<file path="config.mk">
export PLATFORM = sky130hd
export DESIGN_NAME = exec_xfer_ctrl_flat
export DESIGN_NICKNAME = d
export VERILOG_FILES = /design/src/rtl/exec_xfer_ctrl_if.sv /design/src/rtl/exec_xfer_ctrl.sv /design/src/flat_wrapper.sv
export SDC_FILE = /design/constraint.sdc
export NUM_CORES = 1
export LEC_CHECK = 0
export CAP_MARGIN = 20
export CORE_MARGIN = 3
export CORE_UTILIZATION = 47
export CTS_CLUSTER_DIAMETER = 80
export DETAILED_ROUTE_END_ITERATION = 10
export PLACE_DENSITY = 0.9
export SYNTH_ARGS = -nofsm -noshare
export SYNTH_HDL_FRONTEND = slang
export SYNTH_SLANG_ARGS = --single-unit
</file>
<file path="constraint.sdc">
create_clock -name clock -period 3.3 [get_ports clock]
set_input_delay 0.33 -clock clock [delete_from_list [all_inputs] [get_ports clock]]
set_output_delay 0.33 -clock clock [all_outputs]
set_load 0.02 [all_outputs]
</file>
<file path="src/rtl/exec_xfer_ctrl_if.sv">
// Bus bundle between exec_xfer_ctrl and its FIFO buffer / exec engine.
// master: the transfer controller. slave: the FIFO buffer and exec side.
// FIFO side : f_abort, c_cmd*, cmdByteIn, e_execDone, c_rsp*, rspByteOut
// Exec side : x_cmd*, x_rsp*, x_sizeErr
interface exec_xfer_ctrl_if #(
  parameter int unsigned BUF_SIZE = 4096
);
  localparam int unsigned AW = $clog2(BUF_SIZE);
  localparam int unsigned LW = AW + 1;

  logic          f_abort;
  logic [31:0]   c_cmdSize;
  logic          c_cmdSend;
  logic [7:0]    cmdByteIn;
  logic [AW-1:0] c_cmdInAddr;
  logic          c_cmdDone;
  logic          e_execDone;
  logic [31:0]   c_rspSize;
  logic          c_rspSend;
  logic [AW-1:0] c_rspInAddr;
  logic [7:0]    rspByteOut;
  logic          c_rspDone;
  logic          x_cmdWren_n;
  logic [AW-1:0] x_cmdAddr;
  logic [7:0]    x_cmdByte;
  logic          x_cmdValid;
  logic [LW-1:0] x_cmdLen;
  logic          x_rspReady;
  logic [31:0]   x_rspSize;
  logic [AW-1:0] x_rspAddr;
  logic [7:0]    x_rspByte;
  logic          x_sizeErr;

  modport master (
    input  f_abort, c_cmdSize, c_cmdSend, cmdByteIn, x_rspReady, x_rspSize, x_rspByte,
    output c_cmdInAddr, c_cmdDone, e_execDone, c_rspSize, c_rspSend, c_rspInAddr,
           rspByteOut, c_rspDone, x_cmdWren_n, x_cmdAddr, x_cmdByte, x_cmdValid,
           x_cmdLen, x_rspAddr, x_sizeErr
  );

  modport slave (
    output f_abort, c_cmdSize, c_cmdSend, cmdByteIn, x_rspReady, x_rspSize, x_rspByte,
    input  c_cmdInAddr, c_cmdDone, e_execDone, c_rspSize, c_rspSend, c_rspInAddr,
           rspByteOut, c_rspDone, x_cmdWren_n, x_cmdAddr, x_cmdByte, x_cmdValid,
           x_cmdLen, x_rspAddr, x_sizeErr
  );
endinterface

</file>
<file path="src/rtl/exec_xfer_ctrl.sv">
// Moves a command from the FIFO buffer into exec command memory, waits for
// the exec engine, then moves the response from exec memory back to the FIFO.
// Ports: clock, reset_n (async, active-low), bus (exec_xfer_ctrl_if.master).
module exec_xfer_ctrl #(
  parameter int unsigned BUF_SIZE = 4096
) (
  input  logic             clock,
  input  logic             reset_n,
  exec_xfer_ctrl_if.master bus
);
  localparam int unsigned AW      = $clog2(BUF_SIZE);
  localparam int unsigned LW      = AW + 1;
  localparam logic [31:0] BUF_MAX = 32'(BUF_SIZE);

  typedef enum logic [3:0] {
    IDLE, CMD_RD, CMD_DONE, EXEC_WAIT, RSP_NOTIFY,
    RSP_SETTLE1, RSP_SETTLE2, RSP_XFER, RSP_DONE
  } state_e;

  state_e        state_q;
  logic [LW-1:0] cnt_q, len_q, cmd_len_q;
  logic [AW-1:0] cmd_in_addr_q, cmd_addr_q, rsp_addr_q, rsp_in_addr_q;
  logic [31:0]   rsp_size_q;
  logic          cmd_wr_q, rsp_wr_q, cmd_done_q, exec_done_q, rsp_done_q, size_err_q;

  // Clamped sizes, size-error detection and counter increment.
  logic [LW-1:0] n_d, m_d, cnt_inc_d;
  logic          cmd_bad_d, rsp_bad_d;
  always_comb begin
    n_d       = (bus.c_cmdSize > BUF_MAX) ? LW'(BUF_SIZE) : LW'(bus.c_cmdSize);
    m_d       = (bus.x_rspSize > BUF_MAX) ? LW'(BUF_SIZE) : LW'(bus.x_rspSize);
    cmd_bad_d = (bus.c_cmdSize == 32'd0) || (bus.c_cmdSize > BUF_MAX);
    rsp_bad_d = (bus.x_rspSize == 32'd0) || (bus.x_rspSize > BUF_MAX);
    cnt_inc_d = cnt_q + LW'(1);
  end

  // Transfer FSM with its registered outputs.
  always_ff @(posedge clock or negedge reset_n) begin
    if (!reset_n) begin
      state_q       <= IDLE;
      cnt_q         <= '0;
      len_q         <= '0;
      cmd_len_q     <= '0;
      cmd_in_addr_q <= '0;
      cmd_addr_q    <= '0;
      rsp_addr_q    <= '0;
      rsp_in_addr_q <= '0;
      rsp_size_q    <= '0;
      cmd_wr_q      <= 1'b0;
      rsp_wr_q      <= 1'b0;
      cmd_done_q    <= 1'b0;
      exec_done_q   <= 1'b0;
      rsp_done_q    <= 1'b0;
      size_err_q    <= 1'b0;
    end else begin
      cmd_done_q  <= 1'b0;
      exec_done_q <= 1'b0;
      rsp_done_q  <= 1'b0;
      if (bus.f_abort) begin
        state_q       <= IDLE;
        cnt_q         <= '0;
        cmd_in_addr_q <= '0;
        cmd_addr_q    <= '0;
        rsp_addr_q    <= '0;
        rsp_in_addr_q <= '0;
        cmd_wr_q      <= 1'b0;
        rsp_wr_q      <= 1'b0;
      end else begin
        case (state_q)
          IDLE: if (bus.c_cmdSend) begin
            len_q         <= n_d;
            cnt_q         <= '0;
            cmd_in_addr_q <= '0;
            size_err_q    <= cmd_bad_d;
            if (n_d == '0) begin
              state_q    <= CMD_DONE;
              cmd_done_q <= 1'b1;
              cmd_len_q  <= '0;
            end else begin
              state_q <= CMD_RD;
            end
          end
          // Reads run one cycle ahead of writes; cnt_q == len_q is the drain cycle.
          CMD_RD: begin
            cnt_q         <= cnt_inc_d;
            cmd_wr_q      <= (cnt_q < len_q);
            cmd_addr_q    <= (cnt_q < len_q) ? cnt_q[AW-1:0] : '0;
            cmd_in_addr_q <= (cnt_inc_d < len_q) ? cnt_inc_d[AW-1:0] : '0;
            if (cnt_q == len_q) begin
              state_q    <= CMD_DONE;
              cmd_done_q <= 1'b1;
              cmd_len_q  <= len_q;
            end
          end
          CMD_DONE: state_q <= EXEC_WAIT;
          EXEC_WAIT: if (bus.x_rspReady) begin
            rsp_size_q  <= 32'(m_d);
            len_q       <= m_d;
            size_err_q  <= size_err_q | rsp_bad_d;
            exec_done_q <= 1'b1;
            state_q     <= RSP_NOTIFY;
          end
          RSP_NOTIFY:  state_q <= RSP_SETTLE1;
          RSP_SETTLE1: state_q <= RSP_SETTLE2;
          // Exec read of byte 0 is issued here (address 0), so XFER starts with data.
          RSP_SETTLE2: begin
            if (len_q == '0) begin
              state_q    <= RSP_DONE;
              rsp_done_q <= 1'b1;
            end else begin
              state_q       <= RSP_XFER;
              cnt_q         <= '0;
              rsp_wr_q      <= 1'b1;
              rsp_in_addr_q <= '0;
              rsp_addr_q    <= AW'(1);
            end
          end
          RSP_XFER: begin
            if (cnt_inc_d == len_q) begin
              state_q       <= RSP_DONE;
              rsp_done_q    <= 1'b1;
              rsp_wr_q      <= 1'b0;
              rsp_in_addr_q <= '0;
              rsp_addr_q    <= '0;
            end else begin
              cnt_q         <= cnt_inc_d;
              rsp_in_addr_q <= rsp_in_addr_q + AW'(1);
              rsp_addr_q    <= rsp_addr_q + AW'(1);
            end
          end
          RSP_DONE: state_q <= IDLE;
          default:  state_q <= IDLE;
        endcase
      end
    end
  end

  // Strobes and pulses are gated by f_abort so an abort silences them at once.
  assign bus.c_cmdInAddr = cmd_in_addr_q;
  assign bus.c_cmdDone   = cmd_done_q & ~bus.f_abort;
  assign bus.x_cmdValid  = cmd_done_q & ~bus.f_abort;
  assign bus.x_cmdLen    = cmd_len_q;
  assign bus.x_cmdWren_n = ~(cmd_wr_q & ~bus.f_abort);
  assign bus.x_cmdAddr   = cmd_addr_q;
  assign bus.x_cmdByte   = cmd_wr_q ? bus.cmdByteIn : 8'h00;
  assign bus.e_execDone  = exec_done_q & ~bus.f_abort;
  assign bus.c_rspSize   = rsp_size_q;
  assign bus.c_rspSend   = ~(rsp_wr_q & ~bus.f_abort);
  assign bus.c_rspInAddr = rsp_in_addr_q;
  assign bus.rspByteOut  = rsp_wr_q ? bus.x_rspByte : 8'h00;
  assign bus.c_rspDone   = rsp_done_q & ~bus.f_abort;
  assign bus.x_rspAddr   = rsp_addr_q;
  assign bus.x_sizeErr   = size_err_q;
endmodule

</file>
<file path="src/flat_wrapper.sv">
// flat-port wrapper written by rule: the top's interface ports become plain ports
module exec_xfer_ctrl_flat 
#(
  parameter int unsigned BUF_SIZE = 4096
)
  (clock, reset_n, bus_f_abort, bus_c_cmdSize, bus_c_cmdSend, bus_cmdByteIn, bus_x_rspReady, bus_x_rspSize, bus_x_rspByte, bus_c_cmdInAddr, bus_c_cmdDone, bus_e_execDone, bus_c_rspSize, bus_c_rspSend, bus_c_rspInAddr, bus_rspByteOut, bus_c_rspDone, bus_x_cmdWren_n, bus_x_cmdAddr, bus_x_cmdByte, bus_x_cmdValid, bus_x_cmdLen, bus_x_rspAddr, bus_x_sizeErr);
  exec_xfer_ctrl_if #(.BUF_SIZE(BUF_SIZE)) bus_i ();
  input  logic clock;
  input  logic reset_n;
  input wire logic [$bits(bus_i.f_abort)-1:0] bus_f_abort;
  input wire logic [$bits(bus_i.c_cmdSize)-1:0] bus_c_cmdSize;
  input wire logic [$bits(bus_i.c_cmdSend)-1:0] bus_c_cmdSend;
  input wire logic [$bits(bus_i.cmdByteIn)-1:0] bus_cmdByteIn;
  input wire logic [$bits(bus_i.x_rspReady)-1:0] bus_x_rspReady;
  input wire logic [$bits(bus_i.x_rspSize)-1:0] bus_x_rspSize;
  input wire logic [$bits(bus_i.x_rspByte)-1:0] bus_x_rspByte;
  output wire logic [$bits(bus_i.c_cmdInAddr)-1:0] bus_c_cmdInAddr;
  output wire logic [$bits(bus_i.c_cmdDone)-1:0] bus_c_cmdDone;
  output wire logic [$bits(bus_i.e_execDone)-1:0] bus_e_execDone;
  output wire logic [$bits(bus_i.c_rspSize)-1:0] bus_c_rspSize;
  output wire logic [$bits(bus_i.c_rspSend)-1:0] bus_c_rspSend;
  output wire logic [$bits(bus_i.c_rspInAddr)-1:0] bus_c_rspInAddr;
  output wire logic [$bits(bus_i.rspByteOut)-1:0] bus_rspByteOut;
  output wire logic [$bits(bus_i.c_rspDone)-1:0] bus_c_rspDone;
  output wire logic [$bits(bus_i.x_cmdWren_n)-1:0] bus_x_cmdWren_n;
  output wire logic [$bits(bus_i.x_cmdAddr)-1:0] bus_x_cmdAddr;
  output wire logic [$bits(bus_i.x_cmdByte)-1:0] bus_x_cmdByte;
  output wire logic [$bits(bus_i.x_cmdValid)-1:0] bus_x_cmdValid;
  output wire logic [$bits(bus_i.x_cmdLen)-1:0] bus_x_cmdLen;
  output wire logic [$bits(bus_i.x_rspAddr)-1:0] bus_x_rspAddr;
  output wire logic [$bits(bus_i.x_sizeErr)-1:0] bus_x_sizeErr;
  assign bus_i.f_abort = bus_f_abort;
  assign bus_i.c_cmdSize = bus_c_cmdSize;
  assign bus_i.c_cmdSend = bus_c_cmdSend;
  assign bus_i.cmdByteIn = bus_cmdByteIn;
  assign bus_i.x_rspReady = bus_x_rspReady;
  assign bus_i.x_rspSize = bus_x_rspSize;
  assign bus_i.x_rspByte = bus_x_rspByte;
  assign bus_c_cmdInAddr = bus_i.c_cmdInAddr;
  assign bus_c_cmdDone = bus_i.c_cmdDone;
  assign bus_e_execDone = bus_i.e_execDone;
  assign bus_c_rspSize = bus_i.c_rspSize;
  assign bus_c_rspSend = bus_i.c_rspSend;
  assign bus_c_rspInAddr = bus_i.c_rspInAddr;
  assign bus_rspByteOut = bus_i.rspByteOut;
  assign bus_c_rspDone = bus_i.c_rspDone;
  assign bus_x_cmdWren_n = bus_i.x_cmdWren_n;
  assign bus_x_cmdAddr = bus_i.x_cmdAddr;
  assign bus_x_cmdByte = bus_i.x_cmdByte;
  assign bus_x_cmdValid = bus_i.x_cmdValid;
  assign bus_x_cmdLen = bus_i.x_cmdLen;
  assign bus_x_rspAddr = bus_i.x_rspAddr;
  assign bus_x_sizeErr = bus_i.x_sizeErr;
  exec_xfer_ctrl #(.BUF_SIZE(BUF_SIZE)) u_core (.clock(clock), .reset_n(reset_n), .bus(bus_i));
endmodule
</file>
==> out/metrics.cfg, run 1 <==
[layout]
seq_area_um2=2753
multi_input_area_um2=3015
syn_to_final_growth_pct=36.54
nFillCells=990
drive_gt1_frac=0.05556
final_cell_area_um2=8323
final_core_util=0.6733
diodes=0
nNetsFinal=921

[placement]
dp_slack_ns=0.1249
dpl-instance-area_um2=8041
gp_congestion=0.9415
hpwl_um=13600
io_buffer_count=181

[logic_synthesis]
netlist_instances=624
synth_warnings=0
synth.distinct_cells=58
netlist.top_cell.by_area=dfrtp_1
syn_avg_cell_area_um2=9.769
synth_area_um2=6096
synth_top_area_frac=0.4516
synth_ff_type=dfrtp_1
synth-seq-area-share=0.4516
synth_edf_count=0
async_flop_share=1.000
synthTopCellsByArea=dfrtp_1 45%, ha_1 6.0%, a22o_1 4.9%, nand2_1 4.1%, buf_4 3.2%
ys_ff_latch=110

[critical_path]
path_depth=11
reg2reg_depth=11
slowest_delay_ns=0.57
regToRegSetupSlack_ns=0.24
crit_fanout=6
cp_slowest_cell=or4_1
cp_data_arrival_time_ns=3.29
crit_path_end_kind=flop
crit_type=reg -> reg
cpLargestDelayFamily=simple AND/OR/NAND/NOR gates
crit_top_cell=nand2_1
critPathLaunchType=flop
path_buf_inv=1
path_cells=and3_1 -> and4_1 -> nand2_1 -> xor2_1 -> inv_1 -> ha_1 -> nand4_1 -> or4_1 -> nand2b_2 -> nand2_1 -> mux2_2
required_ns=3.53

[clock_network]
path_clk_slew_ns=0.07
cts_hold_buf=0
cts-resized-gates=0
cts_sinks=110
numCtsBuffers=9
cts_tree=done
clock-root-buffer=clkbuf_16
cts_setup_buffers=0
clk_latency_ns=0.35
htree_num_levels=3
clock_path_buffers=2

[status]
status=finished clean

[routing]
antenna_left=0
drt_pass1_iterations=8
vias=5645
route.detailed.drc=0
drt_iter0_drc=491
via_per_inst=5.772
wl_per_cell_um=17.75
wirelength_um=17360

[timing]
final.setup.tns_ns=0
setup_ws_ns=0.2445
setup_viol=0
drv_slew=0
fin_crit_sh=0.9259
fmax_ghz=0.3273
holdWs_ns=0.004721
hold_viol=0
clock_skew_ns=0.007856
worst_pin_slew_ns=1.052
slew_headroom=0.2957
min_period_ns=3.056
rsz0062_at_grt=false

[global_route]
grt_pass1_wl_um=27640
grt-ovfl-total=0
grt_pass1_vias=5342
grt_max_degree=59
grt_use_total=0.2404
antenna_found_initial=0

[power_and_ir_drop]
max-vdd-ir-drop_mv=0.2746
leakage_nw=3.641
power_density_nw_per_um2=457.2

[floorplan]
die_w_um=119.9
die_h_um=119.9
floorplan.initialDensity=0.4931
num_io_pins=201
rows=40
dieArea_um2=14370
core_um2=12360

[worst_hold_path]
hp-class=in -> async

[run]
cap_viol_max_count=0

-- stage by stage --
stage	total power, mW	std cells
6_report	3.806	978
5_1_grt	4.003	978
4_1_cts	3.809	977
3_5_place_dp	2.820	963
3_3_place_gp	2.796	963
2_1_floorplan	2.372	642
-- cells in the mapped netlist, types with 3 or more instances --
cell / number
a222oi_1: 12
buf_4: 26
nand2_1: 67
buf_2: 8
o21a_1: 5
nor2_1: 29
a211o_1: 3
inv_1: 31
dfrtp_1: 110
o2bb2ai_1: 18
a31oi_1: 16
xnor2_1: 3
and2_1: 20
nor2b_1: 7
nand2b_1: 7
or3_1: 7
nor4_1: 17
or4_1: 3
ha_1: 29
a211oi_1: 6
a21o_1: 3
a21oi_1: 20
o21ai_0: 25
a22o_1: 34
and3_1: 12
xor2_1: 7
and4_1: 4
clkbuf_1: 10
nand4_1: 12
nor3_1: 11
nand3_1: 28
-- area by class of cell --
class,instances,area share
Clock buffer,11,0.02916
Clock inverter,3,0.002556
Tap cell,168,0.02526
Sequential cell,110,0.3307
Inverter,31,0.01398
Timing Repair Buffer,199,0.2360
Multi-Input combinational cell,456,0.3623
-- report_power, final --
group	internal, mW	switching, mW	total [mW]
combinational	0.502	0.691	1.19
clock	0.526	0.469	0.995
sequential	1.47	0.153	1.62
total	2.49	1.31	3.81
-- cells by family after synthesis --
kind of cell,Yosys count,synth area share
other cells,1,0.0006152
simple gates,231,0.1989
compound gates,166,0.2075
fa+ha+maj,29,0.05952
buf+inv,76,0.06568
xor+xnor,10,0.01437
mux,1,0.001847
flops,110,0.4516
-- cells in the final DEF (no fill, tap or decap), types with 3 or more instances in the layout --
cell	netlist	layout
nor4_1	17	17
nor2b_1	7	7
nand2b_1	7	6
and2_1	20	20
nand3_1	28	28
o2bb2ai_1	18	18
xnor2_1	3	3
ha_1	29	29
o21a_1	5	5
a211oi_1	6	6
nor2_1	29	28
clkdlybuf4s50_1	0	180
conb_1	1	19
a31oi_1	16	16
a21oi_1	20	20
a22o_1	34	34
buf_4	26	17
and4_1	4	4
nand4_1	12	12
nand2_1	67	67
a21o_1	3	3
dfrtp_1	110	110
a222oi_1	12	12
or3_1	7	7
o21ai_0	25	25
and3_1	12	12
or4_1	3	3
inv_1	31	31
a211o_1	3	3
clkbuf_16	0	9
nor3_1	11	11
xor2_1	7	7
-- layer usage --
layer  GRT usage  wire [µm]  share of wire
met5           0          0              0
met4     0.07588        356          0.021
met3     0.05184       1499          0.086
met2      0.3884       8039           0.46
met1      0.3249       7463           0.43
-- sequential cells by signal, indices dropped and copies added, names as in the netlist, 4 cells and up --
register and cells:
u_core.bus.c_rspSize 13, u_core.bus.x_cmdLen 13, u_core.cnt_q 13, u_core.len_q 13
u_core.bus.c_cmdInAddr 12, u_core.bus.c_rspInAddr 12, u_core.bus.x_cmdAddr 12, u_core.bus.x_rspAddr 12
u_core.state_q 4
-- worst paths after layout --
check,from,endpoint
setup reg to reg,u_core.cnt_q[4]$_DFFE_PN0P_,u_core.cnt_q[0]$_DFFE_PN0P_
min in group clock,u_core.bus.c_rspSize[0]$_DFFE_PN0P_,u_core.bus.c_rspSize[0]$_DFFE_PN0P_
hold / removal,reset_n,u_core.bus.c_rspInAddr[10]$_DFFE_PN0P_
setup / recovery,u_core.cnt_q[4]$_DFFE_PN0P_,u_core.cnt_q[0]$_DFFE_PN0P_
max in group asynchronous,reset_n,u_core.bus.x_cmdLen[9]$_DFFE_PN0P_
hold reg to reg,u_core.bus.c_rspSize[0]$_DFFE_PN0P_,u_core.bus.c_rspSize[0]$_DFFE_PN0P_
(Power assumes the default switching activity.)
==> run 2: changes to the inputs <==
Settings changed: CORE_UTILIZATION 47 to 35, PLACE_DENSITY 0.9 to 0.72.
==> run 2 against run 1 <==
Effect of this change:
- die area rose by 32%
- maximum frequency fell by 2.7%
- utilization down 17 points
- critical path depth unchanged
- global-route usage decreased by 5.0 points
- cell area is 2.0% higher
- final cell count up 6.6%
- combinational power increased by 3%
- sequential share of layout area shrank 0.64 points
- non-clock buffer count rose by 11
- count of clock-buffer cells in the layout down 1
- clock power up 13%
==> out/metrics.cfg, run 2 (synthesized netlist as in run 1, its figures left out) <==
[clock_network]
htree_num_levels=3  ; unchanged
cts_setup_buffers=0  ; unchanged
cts_sinks=110  ; unchanged
numCtsBuffers=9  ; unchanged
cts_hold_buf=0  ; unchanged
cts-resized-gates=0  ; unchanged
path_clk_slew_ns=0.08  ; about the same
clock-root-buffer=clkbuf_16
cts_tree=done
clock_path_buffers=2  ; unchanged
clk_latency_ns=0.37  ; +0.02 ns

[critical_path]
regToRegSetupSlack_ns=0.16  ; -0.09 ns
required_ns=3.55  ; +0.02 ns
crit_fanout=6  ; unchanged
critPathLaunchType=flop
path_buf_inv=1  ; unchanged
cp_slowest_cell=or4_1
path_cells=and3_1 -> and3_1 -> nand2_1 -> xor2_1 -> inv_1 -> ha_1 -> nand4_1 -> or4_1 -> nand2b_1 -> nand2_1 -> mux2_2
crit_path_end_kind=flop
cp_data_arrival_time_ns=3.39  ; +0.10 ns
cpLargestDelayFamily=simple AND/OR/NAND/NOR gates
crit_type=reg -> reg
slowest_delay_ns=0.58  ; about the same

[timing]
setup_ws_ns=0.1584  ; -0.08611 ns
drv_slew=0  ; unchanged
clock_skew_ns=0.01299  ; +0.005134 ns
slew_headroom=0.2816  ; -0.01411
final.setup.tns_ns=0  ; unchanged
fmax_ghz=0.3183  ; -2.7%
hold_viol=0  ; unchanged
setup_viol=0  ; unchanged
rsz0062_at_grt=false
fin_crit_sh=0.9520  ; +0.02609
worst_pin_slew_ns=1.073  ; +0.02108 ns
min_period_ns=3.142  ; +0.08611 ns

[floorplan]
die_h_um=138.0  ; +15%
core_um2=16820  ; +36%
num_io_pins=201  ; unchanged
die_w_um=138.0  ; +15%
floorplan.initialDensity=0.3624  ; -0.1307
dieArea_um2=19040  ; +32%
rows=47  ; +18%

[global_route]
top_usage_layer=met2
grt_use_total=0.1904  ; -0.04995
grt_pass1_vias=5318  ; -0.45%
grt_util_met1=0.2612  ; -0.06366
grt_max_degree=60  ; +1.7%
grt_pass1_wl_um=28170  ; +1.9%
grtUsageMet3=0.06096  ; +0.009120
gr-usage-met2=0.2964  ; -0.09205
antenna_found_initial=0  ; unchanged
grt-ovfl-total=0  ; unchanged

[placement]
dp_slack_ns=0.09895  ; -0.02595 ns
io_buffer_count=181  ; unchanged
hpwl_um=13880  ; +2.1%
gp_congestion=0.9420  ; about the same

[power_and_ir_drop]
pwr-share-clk=0.283  ; +0.022
p_int_mw=2.572  ; +3.2%
max-vdd-ir-drop_mv=0.3784  ; +38%
leakage_nw=3.703  ; +1.7%
pwr-share-comb=0.312  ; about the same
p_sw_mw=1.379  ; +5.0%
pwr-share-seq=0.405  ; -0.020
swShare=0.3490  ; +0.004094
power_mw=3.950  ; +3.8%
power_density_nw_per_um2=465.4  ; +1.8%

[routing]
drt_pass1_iterations=5  ; -3
wirelength_um=17860  ; +2.9%
antenna_left=0  ; unchanged
route.detailed.drc=0  ; unchanged
via_per_inst=5.330  ; -7.7%
drt_iter0_drc=404  ; -18%
vias=5559  ; -1.5%
wl_per_cell_um=17.13  ; -3.5%

[status]
status=finished clean

[worst_hold_path]
hp-class=in -> async

[layout]
final_core_util=0.5046  ; -0.1687
layout.cells.most_common=clkdlybuf4s50_1
mostFrequentLayoutCells=180 x clkdlybuf4s50_1, 110 x dfrtp_1, 67 x nand2_1
syn_to_final_growth_pct=39.22
nNetsFinal=932  ; +1.2%
diodes=0  ; unchanged
drive_gt1_frac=0.07047  ; +0.01492

[run]
cap_viol_max_count=0  ; unchanged

## run 2: final timing paths
| check | start | end | depth (start not counted) |
|---|---|---|---|
| max | u_core.cnt_q[4]$_DFFE_PN0P_ | u_core.cnt_q[0]$_DFFE_PN0P_ | 11 |
| min | reset_n | u_core.bus.x_cmdLen[7]$_DFFE_PN0P_ | 1 |
| max in group asynchronous | reset_n | u_core.bus.x_cmdAddr[11]$_DFFE_PN0P_ | 2 |
| min in group clock | u_core.bus.c_rspSize[5]$_DFFE_PN0P_ | u_core.bus.c_rspSize[5]$_DFFE_PN0P_ | 2 |
| min reg2reg | u_core.bus.c_rspSize[5]$_DFFE_PN0P_ | u_core.bus.c_rspSize[5]$_DFFE_PN0P_ | 2 |
| max reg2reg | u_core.cnt_q[4]$_DFFE_PN0P_ | u_core.cnt_q[0]$_DFFE_PN0P_ | 11 |
## run 2: area by class of cell
cell class,instances,area [µm²]
clock buffer,10,229.0
clock inverter,6,70.07
fill,1584,8332
inverter,31,116.4
multi-input combinational,456,3017
sequential,110,2753
tap,220,275.3
timing repair buffer,210,2027
## run 2: through the flow
step	cells	hold slack, ns	cell area, µm²
2_1_floorplan	642	0.03441	6163
3_3_place_gp	1027	0.4549	8182
3_5_place_dp	1027	0.4570	8182
4_1_cts	1043	0.06330	8481
5_1_grt	1043	0.08400	8487
6_report	1043	0.02473	8487
## run 2: power groups by stage
stage / clock network [mW] / logic, mW / registers, mW
4_1_cts: 1.14 / 1.22 / 1.60
2_1_floorplan: 0 / 0.779 / 1.59
3_3_place_gp: 0 / 1.20 / 1.62
6_report: 1.12 / 1.23 / 1.60
3_5_place_dp: 0 / 1.21 / 1.63
5_1_grt: 1.20 / 1.35 / 1.62
## run 2: per-layer routing
metal  share of wire  vias to the layer above
li1                -                     2682
met5               0                        -
met2            0.46                      210
met3           0.084                       16
met1            0.45                     2651
met4           0.014                        0
## run 2: worst register-to-register path: stages (launching register included)
cell and delay [ns]:
dfrtp_1 0.38, and3_1 0.21, and3_1 0.23, nand2_1 0.09, xor2_1 0.19, inv_1 0.07
ha_1 0.31, nand4_1 0.14, or4_1 0.58, nand2b_1 0.26, nand2_1 0.25, mux2_2 0.32
